**src/rtl/chnl_pkg.sv**
```systemverilog
// rtl/chnl_pkg.sv - shared state type, dword width and beat-size helpers for the RX BRAM writer
package chnl_pkg;

  localparam int DWORD_W = 32;

  typedef enum logic [1:0] {
    IDLE = 2'd0,
    RECV = 2'd1,
    DONE = 2'd2
  } state_e;

  function automatic int dw_per_beat(input int data_w);
    return data_w / DWORD_W;
  endfunction

  // 33-bit so a LEN of 2^32-1 dwords still rounds up without wrapping
  function automatic logic [32:0] beats_for_len(input logic [31:0] len, input int dw);
    return ({1'b0, len} + 33'(dw - 1)) / 33'(dw);
  endfunction

endpackage

```
**src/rtl/chnl_beat_counter.sv**
```systemverilog
// rtl/chnl_beat_counter.sv - accepted-beat counter with end-of-transfer and BRAM-depth compares
module chnl_beat_counter #(
  parameter int C_DEPTH  = 1024,
  parameter int C_ADDR_W = 10
) (
  input  logic                clk,
  input  logic                rst,
  input  logic                clr,
  input  logic                inc,
  input  logic [32:0]         exp_beats,
  output logic [C_ADDR_W-1:0] wr_addr,
  output logic                in_range,
  output logic                last_beat,
  output logic                overflow,
  output logic [C_ADDR_W:0]   beats
);

  localparam logic [32:0] DEPTH33 = 33'(C_DEPTH);

  logic [32:0] cnt_q, cnt_d;
  logic        ovf_q, ovf_d;

  assign in_range  = (cnt_q < DEPTH33);
  assign last_beat = inc && ((cnt_q + 33'd1) == exp_beats);
  assign overflow  = ovf_q;
  assign wr_addr   = cnt_q[C_ADDR_W-1:0];
  assign beats     = in_range ? cnt_q[C_ADDR_W:0] : (C_ADDR_W+1)'(C_DEPTH);

  always_comb begin
    cnt_d = cnt_q;
    ovf_d = ovf_q;
    if (clr) begin
      cnt_d = '0;
      ovf_d = 1'b0;
    end else if (inc) begin
      cnt_d = cnt_q + 33'd1;
      if (!in_range) ovf_d = 1'b1;
    end
  end

  always_ff @(posedge clk) begin
    if (rst) begin
      cnt_q <= '0;
      ovf_q <= 1'b0;
    end else begin
      cnt_q <= cnt_d;
      ovf_q <= ovf_d;
    end
  end

endmodule

```
**src/rtl/chnl_rx_bram_writer.sv**
```systemverilog
// rtl/chnl_rx_bram_writer.sv - RIFFA RX channel to BRAM buffer writer; RX_CHECKSUM_EN adds XFER_CHECKSUM
module chnl_rx_bram_writer
  import chnl_pkg::*;
#(
  parameter int C_PCI_DATA_WIDTH = 128,
  parameter int C_DEPTH          = 1024,
  parameter int C_ADDR_W         = 10
) (
  input  logic                        CLK,
  input  logic                        RST,
  input  logic                        CHNL_RX,
  output logic                        CHNL_RX_ACK,
  input  logic                        CHNL_RX_LAST,
  input  logic [31:0]                 CHNL_RX_LEN,
  input  logic [30:0]                 CHNL_RX_OFF,
  input  logic [C_PCI_DATA_WIDTH-1:0] CHNL_RX_DATA,
  input  logic                        CHNL_RX_DATA_VALID,
  output logic                        CHNL_RX_DATA_REN,
  output logic                        BRAM_WE,
  output logic [C_ADDR_W-1:0]         BRAM_ADDR,
  output logic [C_PCI_DATA_WIDTH-1:0] BRAM_WDATA,
  output logic                        XFER_DONE,
  output logic [C_ADDR_W:0]           XFER_BEATS,
  output logic                        XFER_LAST,
  output logic                        XFER_OVERFLOW,
  input  logic                        XFER_ACK
`ifdef RX_CHECKSUM_EN
  ,
  output logic [31:0]                 XFER_CHECKSUM
`endif
);

  localparam int DW_PER_BEAT = dw_per_beat(C_PCI_DATA_WIDTH);

  state_e                      state_q, state_d;
  logic                        ack_q, ack_d;
  logic                        ren_q, ren_d;
  logic                        we_q, we_d;
  logic [C_ADDR_W-1:0]         addr_q, addr_d;
  logic [C_PCI_DATA_WIDTH-1:0] wdata_q, wdata_d;
  logic                        done_q, done_d;
  logic [C_ADDR_W:0]           beats_q, beats_d;
  logic                        xlast_q, xlast_d;
  logic                        xovf_q, xovf_d;
  logic [32:0]                 exp_q, exp_d;
  logic                        rx_last_q, rx_last_d;
  logic [31:0]                 csum_q, csum_d;
  logic [31:0]                 beat_fold;

  logic                        accept;
  logic                        cnt_clr;
  logic [C_ADDR_W-1:0]         cnt_addr;
  logic                        cnt_in_range;
  logic                        cnt_last;
  logic                        cnt_ovf;
  logic [C_ADDR_W:0]           cnt_beats;
  logic [32:0]                 len_beats;
  logic                        unused_off;

  assign unused_off = ^CHNL_RX_OFF;
  assign accept     = (state_q == RECV) && ren_q && CHNL_RX_DATA_VALID;
  assign len_beats  = beats_for_len(CHNL_RX_LEN, DW_PER_BEAT);

  chnl_beat_counter #(
    .C_DEPTH  (C_DEPTH),
    .C_ADDR_W (C_ADDR_W)
  ) u_cnt (
    .clk       (CLK),
    .rst       (RST),
    .clr       (cnt_clr),
    .inc       (accept),
    .exp_beats (exp_q),
    .wr_addr   (cnt_addr),
    .in_range  (cnt_in_range),
    .last_beat (cnt_last),
    .overflow  (cnt_ovf),
    .beats     (cnt_beats)
  );

  always_comb begin
    beat_fold = '0;
    for (int i = 0; i < DW_PER_BEAT; i++) begin
      beat_fold = beat_fold ^ CHNL_RX_DATA[i*DWORD_W +: DWORD_W];
    end
  end

  always_comb begin
    state_d   = state_q;
    ack_d     = 1'b0;
    ren_d     = ren_q;
    we_d      = 1'b0;
    addr_d    = addr_q;
    wdata_d   = wdata_q;
    done_d    = done_q;
    beats_d   = beats_q;
    xlast_d   = xlast_q;
    xovf_d    = xovf_q;
    exp_d     = exp_q;
    rx_last_d = rx_last_q;
    csum_d    = csum_q;
    cnt_clr   = 1'b0;

    unique case (state_q)
      IDLE: begin
        if (CHNL_RX) begin
          exp_d     = len_beats;
          rx_last_d = CHNL_RX_LAST;
          ack_d     = 1'b1;
          cnt_clr   = 1'b1;
          csum_d    = '0;
          if (len_beats == 33'd0) begin
            state_d = DONE;
            ren_d   = 1'b0;
          end else begin
            state_d = RECV;
            ren_d   = 1'b1;
          end
        end
      end

      RECV: begin
        if (accept) begin
          // Beats past the BRAM depth are drained from the host but dropped here
          if (cnt_in_range) begin
            we_d    = 1'b1;
            addr_d  = cnt_addr;
            wdata_d = CHNL_RX_DATA;
            csum_d  = csum_q ^ beat_fold;
          end
          if (cnt_last) begin
            state_d = DONE;
            ren_d   = 1'b0;
          end
        end else if (!CHNL_RX && !CHNL_RX_DATA_VALID) begin
          state_d = DONE;
          ren_d   = 1'b0;
        end
      end

      DONE: begin
        // First DONE cycle lets the final BRAM write retire before XFER_DONE rises
        if (!done_q) begin
          done_d  = 1'b1;
          beats_d = cnt_beats;
          xlast_d = rx_last_q;
          xovf_d  = cnt_ovf;
        end else if (XFER_ACK) begin
          state_d = IDLE;
          done_d  = 1'b0;
          beats_d = '0;
          xlast_d = 1'b0;
          xovf_d  = 1'b0;
          cnt_clr = 1'b1;
        end
      end

      default: begin
        state_d = IDLE;
        ren_d   = 1'b0;
      end
    endcase
  end

  always_ff @(posedge CLK) begin
    if (RST) begin
      state_q   <= IDLE;
      ack_q     <= 1'b0;
      ren_q     <= 1'b0;
      we_q      <= 1'b0;
      addr_q    <= '0;
      wdata_q   <= '0;
      done_q    <= 1'b0;
      beats_q   <= '0;
      xlast_q   <= 1'b0;
      xovf_q    <= 1'b0;
      exp_q     <= '0;
      rx_last_q <= 1'b0;
      csum_q    <= '0;
    end else begin
      state_q   <= state_d;
      ack_q     <= ack_d;
      ren_q     <= ren_d;
      we_q      <= we_d;
      addr_q    <= addr_d;
      wdata_q   <= wdata_d;
      done_q    <= done_d;
      beats_q   <= beats_d;
      xlast_q   <= xlast_d;
      xovf_q    <= xovf_d;
      exp_q     <= exp_d;
      rx_last_q <= rx_last_d;
      csum_q    <= csum_d;
    end
  end

  assign CHNL_RX_ACK      = ack_q;
  assign CHNL_RX_DATA_REN = ren_q;
  assign BRAM_WE          = we_q;
  assign BRAM_ADDR        = addr_q;
  assign BRAM_WDATA       = wdata_q;
  assign XFER_DONE        = done_q;
  assign XFER_BEATS       = beats_q;
  assign XFER_LAST        = xlast_q;
  assign XFER_OVERFLOW    = xovf_q;

`ifdef RX_CHECKSUM_EN
  assign XFER_CHECKSUM = csum_q;
`else
  logic unused_csum;
  assign unused_csum = ^csum_q;
`endif

endmodule
```
**config.mk**
```make
export PLATFORM = sky130hd
export DESIGN_NAME = chnl_rx_bram_writer
export DESIGN_NICKNAME = d
export VERILOG_FILES = /design/src/rtl/chnl_pkg.sv /design/src/rtl/chnl_beat_counter.sv /design/src/rtl/chnl_rx_bram_writer.sv
export SDC_FILE = /design/constraint.sdc
export NUM_CORES = 1
export LEC_CHECK = 0
export BUFFER_PORTS_ARGS = -buffer_cell sky130_fd_sc_hd__buf_4
export CAP_MARGIN = 15
export CORE_MARGIN = 4
export CORE_UTILIZATION = 54
export CTS_CLUSTER_DIAMETER = 40
export DETAILED_ROUTE_END_ITERATION = 8
export PLACE_DENSITY = 0.95
export SLEW_MARGIN = 15
export SYNTH_ARGS = -nofsm -noshare
export SYNTH_HDL_FRONTEND = slang
export SYNTH_SLANG_ARGS = --single-unit
```
**constraint.sdc**
```tcl
create_clock -name CLK -period 7.02 [get_ports CLK]
set_input_delay 1.755 -clock CLK [delete_from_list [all_inputs] [get_ports CLK]]
set_output_delay 1.755 -clock CLK [all_outputs]
set_load 0.03 [all_outputs]
```
# ---- Word-level counts from Yosys, hierarchy flattened
# Cells that the tools add are included.
dict set report word_totals {
  regBits 223
  output_inout_bits 155
}
dict set report classes {
  n_reduce_logical 17
  addsub 2
  n_mux 27
  n_eq_ne 9
  magnitude_cmp 1
  bitwise 5
}
# operator n
set ops {}
lappend ops {{32-bit by 2-bit adder with 33-bit output, second input constant} 1}
lappend ops {{33-bit by 1-bit adder with 33-bit output, second input constant} 1}
lappend ops {{33-bit by 31-bit == test with 1-bit output} 1}
lappend ops {{33-bit logical NOT} 1}
lappend ops {{33-bit by 11-bit < comparator with 1-bit output, second input constant} 1}
lappend ops {{11-bit two-way mux} 3}
lappend ops {{1-bit two-way mux} 14}
lappend ops {{2-bit two-way mux} 7}
lappend ops {{2-bit != test, second input constant} 4}
lappend ops {{2-bit case mux with 3 select lines} 1}
lappend ops {{2-bit AND reduction} 3}
lappend ops {{1-bit NOT} 5}
lappend ops {{5-bit AND reduction} 1}
lappend ops {{1-bit logical AND} 4}
lappend ops {{4-bit AND reduction} 1}
lappend ops {{2-bit OR reduction} 2}
lappend ops {{3-bit by 1-bit != test with 1-bit output, second input constant} 1}
lappend ops {{3-bit != test, second input constant} 1}
lappend ops {{1-bit case mux with 3 select lines} 1}
lappend ops {{3-bit AND reduction} 1}
lappend ops {{3-bit OR reduction} 1}
lappend ops {{2-bit by 1-bit == test with 1-bit output, second input constant} 1}
lappend ops {{2-bit == test, second input constant} 1}
lappend ops {{1-bit logical NOT} 2}
lappend ops {{2 further kinds} 2}

# ---- Logic depth before layout (Yosys ltp)
dict set report depth {
  word_depth 7
  depth_mapped 10
  depth_no_buf 9
}

# ---- By module
# A second synthesis with hierarchy kept.
dict set report hier_totals {
  hier_cells 1322
  hier_area_um2 10372.4
}
# module n_inst cells_each seq_area_each_um2 area_per_inst_um2
set by_module_without_submodules {}
lappend by_module_without_submodules {chnl_rx_bram_writer 1 961 3783.6 7609.8}
lappend by_module_without_submodules {chnl_beat_counter 1 361 680.7 2762.6}

# ---- Worst setup path before layout
# Ideal clock, no wire load.
dict set report synth_path {
  path_kind {input to register}
  from {in CHNL_RX_LEN[4]}
  to {reg state_q[1]}
  slack_ns 3.337
  setup_ns 0.116
  cell_stages 8
  arrival_time_ns 3.568
  n_path_buf 0
  t_required_ns 6.904
  path_cell_list {nand4_1 -> or4_1 -> or4_1 -> a21oi_1 -> nor4b_2 -> nand4_1 -> a21oi_1 -> a31o_1}
}
dict set report synth_via {
  elab_chain_len 5
}
# item line_no
set synth_lines {}
lappend synth_lines {{start: declaration} chnl_rx_bram_writer.sv:14} ;# input logic [31:0] CHNL_RX_LEN,
lappend synth_lines {{32-bit by 2-bit adder with 33-bit output} chnl_pkg.sv:18} ;# return ({1'b0, len} + 33'(dw - 1)) / 33'(dw);
lappend synth_lines {{33-bit logical NOT} chnl_rx_bram_writer.sv:111} ;# if (len_beats == 33'd0) begin
lappend synth_lines {{2-bit two-way mux} chnl_rx_bram_writer.sv:111}
lappend synth_lines {{2-bit two-way mux} chnl_rx_bram_writer.sv:105} ;# if (CHNL_RX) begin
lappend synth_lines {{2-bit case mux with 3 select lines} chnl_rx_bram_writer.sv:103} ;# unique case (state_q)
lappend synth_lines {{end signal: assignment} chnl_rx_bram_writer.sv:180} ;# state_q <= state_d;
lappend synth_lines {{end: declaration} chnl_rx_bram_writer.sv:35} ;# state_e state_q, state_d;
# No other way between the ends. The select of a mux whose other input is x is not followed.
# A chain may end at the register's enable or synchronous reset.

# ---- Final worst setup path
dict set report layout_path {
  from {in CHNL_RX_DATA_VALID}
  to {reg wdata_q[69], in the netlist BRAM_WDATA[69]}
}
dict set report layout_via {
  elab_chain_len 2
}
# item line_no
set layout_lines {}
lappend layout_lines {{start: declaration} chnl_rx_bram_writer.sv:17} ;# input logic CHNL_RX_DATA_VALID,
lappend layout_lines {{1-bit logical AND} chnl_rx_bram_writer.sv:61} ;# assign accept = (state_q == RECV) && ren_q && CHNL_RX_DATA_VALID;
lappend layout_lines {{3-bit AND reduction (no source line)} -}
lappend layout_lines {{end signal: assignment} chnl_rx_bram_writer.sv:185} ;# wdata_q <= wdata_d;
lappend layout_lines {{end: declaration} chnl_rx_bram_writer.sv:40} ;# logic [C_PCI_DATA_WIDTH-1:0] wdata_q, wdata_d;
# No other way between the ends.

==> metrics.cfg <==
[clock_tree]
cts_inserted_buffers=31
cts.path.max_buffers=3
cts_root_buf=clkbuf_16
cts-resized-gates=0
hold_buffers=0
post_cts_buffers=0
insertion_delay_ns=0.56
htreeDepth=1
cts_tree=built
cts.sinks=223
clkSlewWorstSetupHoldPaths_ns=0.05

[yosys]
synth_ff_type=dfxtp_1
synth_xor_area_share_pct=8.43
synth.avg_cell_area_um2=7.82
synth_most_common_cell=nand2_1
synth_top_family_by_area=simple AND/OR/NAND/NOR gates
synth_fp_nets=1474
yosys.area_share.simple_pct=26.8
synth-warning-count=0
ys_ff_latch=223
async_reset_ff_share_pct=0
syn_inst=1276
synth_area_leaders=dfxtp_1 45%, nand2_1 12%, a21oi_1 8.0%
post_synth_instance_area_um2=9970
synthMuxAreaShare_pct=0.427
yosys-top-cells-count=331 x nand2_1, 223 x dfxtp_1, 159 x a21oi_1
synth_edf_count=0
synthAdderAreaFrac_pct=0.125
synth-seq-area-share_pct=44.8
synth_compound_area_share_pct=15.2
synth_top_area_cell=dfxtp_1
synth_cell_type_count=69
synth.top_cell.area_share_pct=44.8

[finish]
final_cell_area_um2=13400
num-fill-cells=1202
synthToLayoutAreaGrowth_pct=34.4
num_antenna_cells=0
drive_above_1_share_pct=26.1
seqCellArea_um2=4460
multi_input_area_um2=5100
nets=1737

[place]
place_area_um2=12300
portBuffers=320
place_hpwl_um=23400
gp_congestion=0.924

[timing]
tns_ns=0
layout_min_cycle_time_ns=3.86
min_period_over_period_pct=55.0
setup_viol=0
fmax_ghz=0.259
worst_slew_pin_slew_ns=1.01
slew_violations=0
hold_viol=0
relSlewSlack_pct=32.6
rsz0062_at_grt=no
skew_ns=0.0240

[flow_run]
drv_cap=0

[min_path]
whs_endpoint=BRAM_WDATA[97]
hold_class=flop to flop
min_path_cells=2
min_from=BRAM_WDATA[97]

[routing]
drtIter0Drc=766
drt-total-wl_um=34400
drc=0
antenna_left=0
firstDrtPassIters=6
vias=10400
wire_per_inst_um=19.2
via_per_inst=5.83

[worst_setup_path]
reg2reg_from=state_q[0]
worst-setup-path-type=primary input to flop
worst-r2r-setup-slack_ns=3.69
required_ns=7.50
start_kind=primary input
reg2reg_to=BRAM_WDATA[69]
rr_worst_depth=7
crit_arrival_ns=4.34
crit_fanout=71
path_cells=buf_4 > nand3_1 > nor2_4 > buf_4 > buf_4 > nand2_1 > a21oi_1
critPathCaptureType=flop
cp_num_buf_inv=3
crit_path_top_delay_cell=buf_4
cpPeakStageDelay_ns=0.67
critPathTopFamily=buffers and inverters
cpMostUsedCell=buf_4

[floorplanning]
initial_core_util_pct=55.1
dieWidth_um=144
rows=49
core_um2=18100
die_h_um=144
design.die.area_um2=20700
io_pins=352

[grt]
antenna_found_initial=1
grt_overflow=0
grt_pass1_wl_um=51500
track_usage_pct=30.8
first_global_vias=9986
grt_max_degree=100

[pwr]
power_density_nw_per_um2=242
finalPower_mw=3.24
power.leakage_nw=5.19
peakVddDrop_v=0.000229

[outcome]
status=completed

-- how the worst max path moves through the flow --
stage	startpoint	endpoint	cells after the start
floorplan	CHNL_RX_LEN[4]	state_q[1]	8
global placement	CHNL_RX_DATA_VALID	BRAM_WDATA[69]	7
CTS	CHNL_RX_DATA_VALID	BRAM_WDATA[69]	7
finish	CHNL_RX_DATA_VALID	BRAM_WDATA[69]	7
global route	CHNL_RX_DATA_VALID	BRAM_WDATA[119]	6
detailed placement	CHNL_RX_DATA_VALID	BRAM_WDATA[69]	7
-- power breakdown --
group	total (mW)	leakage (nW)	internal, mW	switching, mW
logic	0.323	2.87	0.141	0.182
clock network	1.58	0.515	0.952	0.632
registers	1.33	1.81	1.30	0.0300
total	3.24	5.19	2.39	0.844
-- cell type report --
cell class,instances,area share (%)
multi-input cells,947,38.1
repair buffers,327,18.3
clock inverters,23,1.96
inverters,9,0.252
clock buffers,33,5.92
flip-flops and latches,223,33.3
well taps,229,2.14
-- registers in the layout, indices dropped and copies added (netlist names) --
register and cells:
BRAM_ADDR 10, BRAM_WDATA 128, BRAM_WE 1, CHNL_RX_ACK 1, CHNL_RX_DATA_REN 1, XFER_BEATS 11, XFER_DONE 1, XFER_LAST 1
XFER_OVERFLOW 1, exp_q 31, rx_last_q 1, state_q 2, u_cnt.cnt_q 33, u_cnt.overflow 1
-- stage by stage --
stage               worst slack [ns]  hold slack, ns  utilization [%]  std cells
finish                          3.16           0.453             74.1       1791
global route                    3.02           0.469             74.1       1791
CTS                             3.27           0.455             74.1       1791
detailed placement              2.72           0.447             68.3       1735
global placement                2.72           0.442             68.3       1735
floorplan                       3.34           0.437                -       1276
-- routing by layer --
metal / wire (µm) / share of wire [%] / vias to the layer above / GRT usage, %
met5: 18 / 0.052 / - / 0
met4: 1570 / 4.6 / 2 / 14.5
met3: 3930 / 11 / 142 / 10.3
met2: 16800 / 49 / 622 / 51.8
met1: 12100 / 35 / 4808 / 35.5
li1: - / - / 4873 / -
-- logic make-up after synthesis --
family                     Yosys count
AOI/OAI and AO/OA                  255
muxes                                4
buffers and inverters              106
adders and majority gates            1
xor gates and xnor gates            96
DFF                                223
and+or+nand+nor                    591
-- cells in the final DEF (no fill, tap or decap), drive strengths merged, types with 3 or more instances in the layout --
cell type and count:
dfxtp 223, or4 5, o22ai 3, or2 4
nor2 103, nor4 17, nand2b 3, and4 9
o21ai 21, nor3 28, a31oi 5, nand2 331
nand4 21, xnor2 57, clkbuf 33, nand3 32
nor4b 3, a22oi 13, xor2 39, o311ai 3
nor2b 5, a2111oi 4, bufinv 3, clkinv 6
clkinvlp 3, buf 327, and3 6, a211oi 28
a21oi 159, inv 20, or3 17
-- worst register-to-register path, stage by stage (launching register included) --
cell     delay [ns]
dfxtp_1        0.42
nor2b_1        0.31
nand3_1        0.55
nor2_4         0.25
buf_4          0.59
buf_4          0.71
nand2_1        0.27
a21oi_1        0.16
(Power assumes the default switching activity.)
